File: config.mk
export PLATFORM = sky130hd
export DESIGN_NAME = mod_rkbuf
export DESIGN_NICKNAME = d
export VERILOG_FILES = /design/src/rtl/mod_rkbuf_pkg.sv /design/src/rtl/mod_rkbuf_mem.sv /design/src/rtl/mod_rkbuf.sv
export SDC_FILE = /design/constraint.sdc
export NUM_CORES = 2
export LEC_CHECK = 0
export BUFFER_PORTS_ARGS = -buffer_cell sky130_fd_sc_hd__buf_4
export CAP_MARGIN = 40
export CORE_MARGIN = 4
export CORE_UTILIZATION = 61
export CTS_CLUSTER_DIAMETER = 50
export DETAILED_ROUTE_END_ITERATION = 6
export GPL_TIMING_DRIVEN = 0
export PLACE_DENSITY = 0.87
export RECOVER_POWER = 50
export SETUP_SLACK_MARGIN = 0.2
export SLEW_MARGIN = 20
export SYNTH_ARGS = -nofsm -noshare
export SYNTH_HDL_FRONTEND = slang
export SYNTH_SLANG_ARGS = --single-unit
File: constraint.sdc
create_clock -name clk -period 88.2 [get_ports clk]
set_input_delay 17.64 -clock clk [delete_from_list [all_inputs] [get_ports clk]]
set_output_delay 17.64 -clock clk [all_outputs]
set_load 0.1 [all_outputs]
File: src/rtl/mod_rkbuf_pkg.sv
// Shared AES constants and round-key buffer state encoding.
package mod_rkbuf_pkg;

    localparam int AES_NR     = 14;
    localparam int AES_NB     = 4;
    localparam int AES_NWORDS = AES_NB * (AES_NR + 1);

    typedef enum logic [1:0] {
        RK_IDLE  = 2'd0,
        RK_LOAD  = 2'd1,
        RK_READY = 2'd2
    } rk_state_t;

endpackage

File: src/rtl/mod_rkbuf_mem.sv
// Round-key storage: NR+1 entries of NB*32 bits, one 32-bit lane write port,
// one registered read port that returns zero when not enabled.
module mod_rkbuf_mem #(
    parameter int NR = 14,
    parameter int NB = 4
) (
    input  logic              clk,
    input  logic              reset,
    input  logic              wr_en_i,
    input  logic [3:0]        wr_round_i,
    input  logic [1:0]        wr_lane_i,
    input  logic [31:0]       wr_data_i,
    input  logic              rd_en_i,
    input  logic [3:0]        rd_round_i,
    output logic [NB*32-1:0]  rd_data_o
);

    logic [NB*32-1:0] mem_q [NR+1];
    logic [NB*32-1:0] rd_data_q;

    always_ff @(posedge clk or posedge reset) begin
        if (reset) begin
            for (int r = 0; r <= NR; r++) begin
                mem_q[r] <= '0;
            end
            rd_data_q <= '0;
        end else begin
            // Lane 0 lands in the most significant word.
            if (wr_en_i) begin
                mem_q[wr_round_i][(NB-1-int'(wr_lane_i))*32 +: 32] <= wr_data_i;
            end
            rd_data_q <= rd_en_i ? mem_q[rd_round_i] : '0;
        end
    end

    assign rd_data_o = rd_data_q;

endmodule

File: src/rtl/mod_rkbuf.sv
// Round-key buffer: packs expanded key words into round keys and serves reads.
// Optional reverse-order reads via rk_inv when RKBUF_INV_ORDER_EN is defined.
module mod_rkbuf
    import mod_rkbuf_pkg::*;
#(
    parameter int NR = AES_NR,
    parameter int NB = AES_NB
) (
    input  logic              clk,
    input  logic              reset,
    input  logic              rk_start,
    input  logic              kg_valid,
    input  logic [31:0]       kg_word,
    input  logic              rk_rdEn,
    input  logic [3:0]        rk_rdAddr,
`ifdef RKBUF_INV_ORDER_EN
    input  logic              rk_inv,
`endif
    output logic [NB*32-1:0]  rk_dataOut,
    output logic              rk_dataValid,
    output logic [3:0]        rk_count,
    output logic              rk_ready,
    output logic              rk_err
);

    localparam logic [5:0] LAST_WORD = 6'(NB*(NR+1) - 1);
    localparam logic [1:0] LAST_LANE = 2'(NB - 1);

    rk_state_t  state_q, state_d;
    logic [5:0] wcnt_q, wcnt_d;
    logic [3:0] count_q, count_d;
    logic       ready_q, ready_d;
    logic       err_q, err_d;
    logic       valid_q;

    logic       wr_en;
    logic [3:0] wr_round;
    logic [1:0] wr_lane;
    logic [3:0] rd_round;
    logic       rd_ok;

    assign wr_round = 4'(wcnt_q / NB);
    assign wr_lane  = 2'(wcnt_q % NB);

    always_ff @(posedge clk or posedge reset) begin
        if (reset) begin
            state_q <= RK_IDLE;
            wcnt_q  <= '0;
            count_q <= '0;
            ready_q <= 1'b0;
            err_q   <= 1'b0;
            valid_q <= 1'b0;
        end else begin
            state_q <= state_d;
            wcnt_q  <= wcnt_d;
            count_q <= count_d;
            ready_q <= ready_d;
            err_q   <= err_d;
            valid_q <= rd_ok;
        end
    end

    always_comb begin
        state_d = state_q;
        wcnt_d  = wcnt_q;
        count_d = count_q;
        ready_d = ready_q;
        err_d   = err_q;
        wr_en   = 1'b0;
        // A start pulse wins over a coincident word, which is dropped.
        if (rk_start) begin
            state_d = RK_LOAD;
            wcnt_d  = '0;
            count_d = '0;
            ready_d = 1'b0;
            err_d   = 1'b0;
        end else begin
            case (state_q)
                RK_IDLE: ;
                RK_LOAD: begin
                    if (kg_valid) begin
                        wr_en  = 1'b1;
                        wcnt_d = wcnt_q + 6'd1;
                        if (wr_lane == LAST_LANE) begin
                            count_d = count_q + 4'd1;
                        end
                        if (wcnt_q == LAST_WORD) begin
                            state_d = RK_READY;
                            ready_d = 1'b1;
                        end
                    end
                end
                RK_READY: begin
                    if (kg_valid) begin
                        err_d = 1'b1;
                    end
                end
                default: state_d = RK_IDLE;
            endcase
        end
    end

`ifdef RKBUF_INV_ORDER_EN
    assign rd_round = rk_inv ? (4'(NR) - rk_rdAddr) : rk_rdAddr;
`else
    assign rd_round = rk_rdAddr;
`endif

    // Uses the pre-edge count, so a round completing this cycle reads as invalid.
    assign rd_ok = rk_rdEn && (rk_rdAddr <= 4'(NR)) && (rd_round < count_q);

    mod_rkbuf_mem #(
        .NR(NR),
        .NB(NB)
    ) u_mem (
        .clk        (clk),
        .reset      (reset),
        .wr_en_i    (wr_en),
        .wr_round_i (wr_round),
        .wr_lane_i  (wr_lane),
        .wr_data_i  (kg_word),
        .rd_en_i    (rd_ok),
        .rd_round_i (rd_round),
        .rd_data_o  (rk_dataOut)
    );

    assign rk_dataValid = valid_q;
    assign rk_count     = count_q;
    assign rk_ready     = ready_q;
    assign rk_err       = err_q;

endmodule

; Yosys cells after proc, flatten, opt, wreduce, memory -nomap -nowiden
; Index checks and enable logic that the tools add are counted.
[op_classes]
add_sub_neg = 4
n_lt_le_gt_ge = 5
eq_ne = 7
n_shift = 2
muxes = 28
bitwise_logic = 2
reduce_logical = 15
[ops]
columns = cell, count
row1 = $bwmux 1920, 1
row2 = $bmux 128 s4, 1
row3 = $demux 128 s4, 1
row4 = $mux 128, 4
row5 = $shift 32x33->128 const A, 1
row6 = $shiftx 32x33->128, 1
row7 = $neg 32->33, 1
row8 = $mux 6, 3
row9 = $mux 4, 4
row10 = $ge 5x5->1 const B, 2
row11 = $mux 1, 10
row12 = $not 4->5, 2
row13 = $reduce_bool 2->1, 5
row14 = $reduce_and 3->1, 3
row15 = $add 6x1->6 const B, 1
row16 = $eq 6x6->1 const B, 1
row17 = $mux 2, 3
row18 = $ne 3x3->1 const B, 2
row19 = $lt 5x1->1 const B, 1
row20 = $add 4x1->4 const B, 1
row21 = $eq 2x2->1 const B, 2
row22 = $le 4x4->1 const B, 1
row23 = $lt 4x4->1, 1
row24 = $pmux 2 s2, 1
row25 = 7 further kinds, 10
[word_totals]
reg_bits = 2063
inputBits = 41
elab_cells = 85

; Depth between registers and ports, before layout
[logic_depth]
depth_word = 6
ltp_mapped = 8
depth_no_buf = 5

; Hierarchy
; Synthesis repeated with hierarchy kept, for this count alone.
[hier_totals]
hier_cells = 8613
hier_area_um2 = 87762.9
[by_module_without_submodules]
columns = mod, n_inst, cells_each, area_each_um2
row1 = mod_rkbuf_mem, 1, 8537, 86984.7
row2 = mod_rkbuf, 1, 76, 778.2

; Least setup slack after synthesis
; No wires, ideal clock.
[synth_timing]
path_type = input port to flip-flop
startpoint = input rk_rdAddr[0]
endpoint = register u_mem.rd_data_q[100], in the netlist u_mem.rd_data_o[100]
setup_ps = 138
arrival_ps = 18999
setup_slack_ps = 69063
path_stages = 6
path_cell_list = buf_2 buf_4 buf_2 mux4_2 o21ai_0 o22ai_1
[synth_between]
elab_chain_len = 5
word_cells_on_any_way = 9
classes_between = 2 x order compare / 4 x mux / 1 x bitwise / 2 x reduce/logical
[synth_lines]
columns = element, line_no
row1 = "start, declared", mod_rkbuf.sv:15  ; input logic [3:0] rk_rdAddr,
row2 = $not 4->5 (not written as such), mod_rkbuf_mem.sv:32  ; rd_data_q <= rd_en_i ? mem_q[rd_round_i] : '0;
row3 = $bmux 128 s4, mod_rkbuf_mem.sv:32
row4 = $mux 128 (not written as such) (2 in series), mod_rkbuf_mem.sv:32
row5 = $mux 128 (*), mod_rkbuf_mem.sv:32
row6 = "end signal, assigned", mod_rkbuf_mem.sv:32
row7 = "end, declared", mod_rkbuf_mem.sv:19  ; logic [NB*32-1:0] rd_data_q;
; Mark *: on every way between the ends. The rest lies on a longest branch, timed or not. The select of a mux whose other input is x is not followed.
; A chain may end at the register's enable or synchronous reset.

==> flow_summary.ini <==
[timing]
fmax_mhz = 34.7
rsz0062_at_grt = no
slew_violations = 770
postLayoutSetupSlackWorst_ns = 59.38
hold_viol = 0
period_minus_slack_ns = 28.82
tightest_slew_ns = 5.73
setup_viol = 0
finalCritPeriodShare = 0.327
slew_headroom = -2.82
skew_ns = 0.0389

[finish]
area_delta_synth_final_pct = 11.3
fin_util = 0.685
final_common_cell = dfrtp_1
nFillCells = 9554
final_cell_mix = dfrtp_1 (2063), nand2_1 (2054), o21ai_0 (1814), clkbuf_1 (540), mux4_2 (383)
nets = 8526
drive_gt1_frac = 0.132

[logic_synthesis]
ys_ff_latch = 2063
synth.distinct_cells = 44
synthTopCellsByArea = dfrtp_1 (58%), mux4_2 (9.7%), nand2_1 (8.7%)
ys_seq_area_frac = 0.583
synth-xor-area-share = 0.000791
synth_top_family_by_area = compound AO/OA/AOI/OAI gates
synth_compound_area_frac = 0.138
synth.avg_cell_area_um2 = 11.0
synth_fp_nets = 8112
synthAdderAreaFrac = 0.00127
ys_warn_count = 0
syn_area_mm2 = 0.0886
synthSimpleGateAreaFrac = 0.103
yosysTopAreaCellShare = 0.583
yosysTopAreaCell = dfrtp_1
synthMuxAreaShare = 0.127
syn_inst = 8062

[routing]
drtPass1Iterations = 7
drc = 12
via_per_inst = 6.88
wl_per_cell_um = 27.5
wirelength_um = 291000
antenna_left = 0
drt_iter0_drc = 10810
num_vias = 72892

[global_route]
grt_pass1_wl_um = 439000
overflow = 0
antenna_found_initial = 35
grt_max_degree = 114
first_global_vias = 73510
track_usage = 0.383

[floorplan]
fp.dieH_um = 389
die_x_um = 389
die-area_mm2 = 0.151
start_util = 0.615
core_region_area_mm2 = 0.144
io_pins = 176
rows = 139

[clock_network]
clkSinkCount = 2063
clk_pin_slew_ns = 0.06
cts_tree = done
clk_path_buf_depth = 3
holdBufCountCts = 0
cts-root-buf = clkbuf_16
insertion_delay_ns = 0.88
cts_setup_buffers = 0
numCtsBuffers = 208
cts_resized = 0
htree_levels = 4

[place]
place_congestion = 0.928
portBuffers = 175
pre_cts_ws_ns = 66.39
dpl.hpwl_um = 192000

[critical_path]
crit_type = input pin to asynchronous set/reset pin
end_kind = asynchronous set/reset pin
r2r-start = state_q[1]
reg2reg_slack_ns = 83.87
crit_arrival_ns = 29.78
worstPathMaxFanout = 109
cp-endpoint = u_mem.mem_q[721]
worst-r2r-cell-count = 8
critPathRequiredTime_ns = 89.16
critPathLaunchType = input pin
r2r-end = u_mem.mem_q[1539]
startpoint = reset

[hold_path]
hold_path.startpoint = u_mem.mem_q[1262]
min_path_type = flip-flop to flip-flop

[pwr]
power_w = 0.00199
max-vdd-ir-drop_mv = 0.0210
power_density_mw_per_mm2 = 20.2
p_leak_nw = 43.1

[status]
status = complete, but fails checks
violations = design-rule violations, max-capacitance violations, max-slew violations

[run]
drv_cap = 8
-- worst min-delay path by stage --
stage                              endpoint  cells after the start
final                     u_mem.mem_q[1262]                      2
after global placement    u_mem.mem_q[1174]                      2
after CTS                 u_mem.mem_q[1116]                      2
after floorplan           u_mem.mem_q[1120]                      2
after detailed placement  u_mem.mem_q[1116]                      2
after global routing       u_mem.mem_q[695]                      2
-- synthesized netlist by cell type (all sizes together) --
cell	number
a221oi	2
a31oi	1
o22ai	127
o21ai	2050
nor2b	5
a311o	1
inv	137
nand3b	1
a211oi	1
and4b	2
nor3	3
nand2	2054
and2b	1
o221ai	128
ha	9
nand2b	3
nor4	1
nor3b	3
nand4	53
nor2	14
buf	406
a21oi	3
mux2i	259
dfrtp	2063
and2	3
xnor2	7
o211ai	2
and3	1
xor2	1
o2111ai	1
nand3	9
clkbuf	327
mux4	383
and4bb	1
-- worst max-delay path: stages --
cell and delay (ns):
clkbuf_4 0.11, clkinvlp_2 2.16, clkbuf_1 3.89, clkbuf_1 3.37, buf_16 0.38, buf_16 0.45
buf_16 0.47, buf_16 0.40, buf_16 0.43
-- through the flow --
step	area, µm²	TNS (ns)	hold WS (ns)	cells
floorplan	88600	0	0.444	8062
global placement	92300	-8958.70	0.456	10140
detailed placement	92800	0	0.465	10162
CTS	99800	0	0.478	10536
global route	98500	0	0.492	10554
finish	98600	0	0.475	10592
-- flip-flops by register name, summed over array words and instances (netlist names) --
signal,count
wcnt_q,6
rk_ready,1
u_mem.rd_data_o,128
u_mem.mem_q,1920
rk_count,4
rk_err,1
state_q,2
rk_dataValid,1
-- routing by layer --
metal  part of all wire  vias up  track usage  wire, µm
met3               0.15     1668        0.170     42600
met5            0.00071        -       0.0144       207
li1                   -    28953            -         -
met4              0.084       22        0.266     24600
met1               0.33    35826        0.459     95500
met2               0.44     6423        0.557    128000
-- cell type report --
cell class / instances / area [µm²] / area share
tap: 1903 / 2380 / 0.0242
clock buffer: 297 / 6090 / 0.0618
multi-input combinational: 5129 / 32000 / 0.325
antenna: 49 / 123 / 0.00124
timing repair buffer: 204 / 1780 / 0.0181
clock inverter: 77 / 857 / 0.00869
buffer: 733 / 3220 / 0.0327
inverter: 137 / 515 / 0.00523
sequential: 2063 / 51600 / 0.524
-- power breakdown --
group | switching, W | total [W] | internal, W
Combinational | 0.0000960 | 0.000125 | 0.0000292
Sequential | 0.00000522 | 0.000960 | 0.000955
Clock | 0.000388 | 0.000904 | 0.000516
Total | 0.000490 | 0.00199 | 0.00150
-- cell families (layout without fill, tap and decap cells) --
logic type                 count (synthesis)  in the layout
buffers and inverters                    870           1448
and+or+nand+nor                         2154           2154
DFF                                     2063           2063
AOI/OAI and AO/OA                       2316           2316
adders and majority gates                  9              9
muxes                                    642            642
other                                      0             49
xor gates and xnor gates                   8              8
Note: power is estimated with default switching activity, not from simulation.
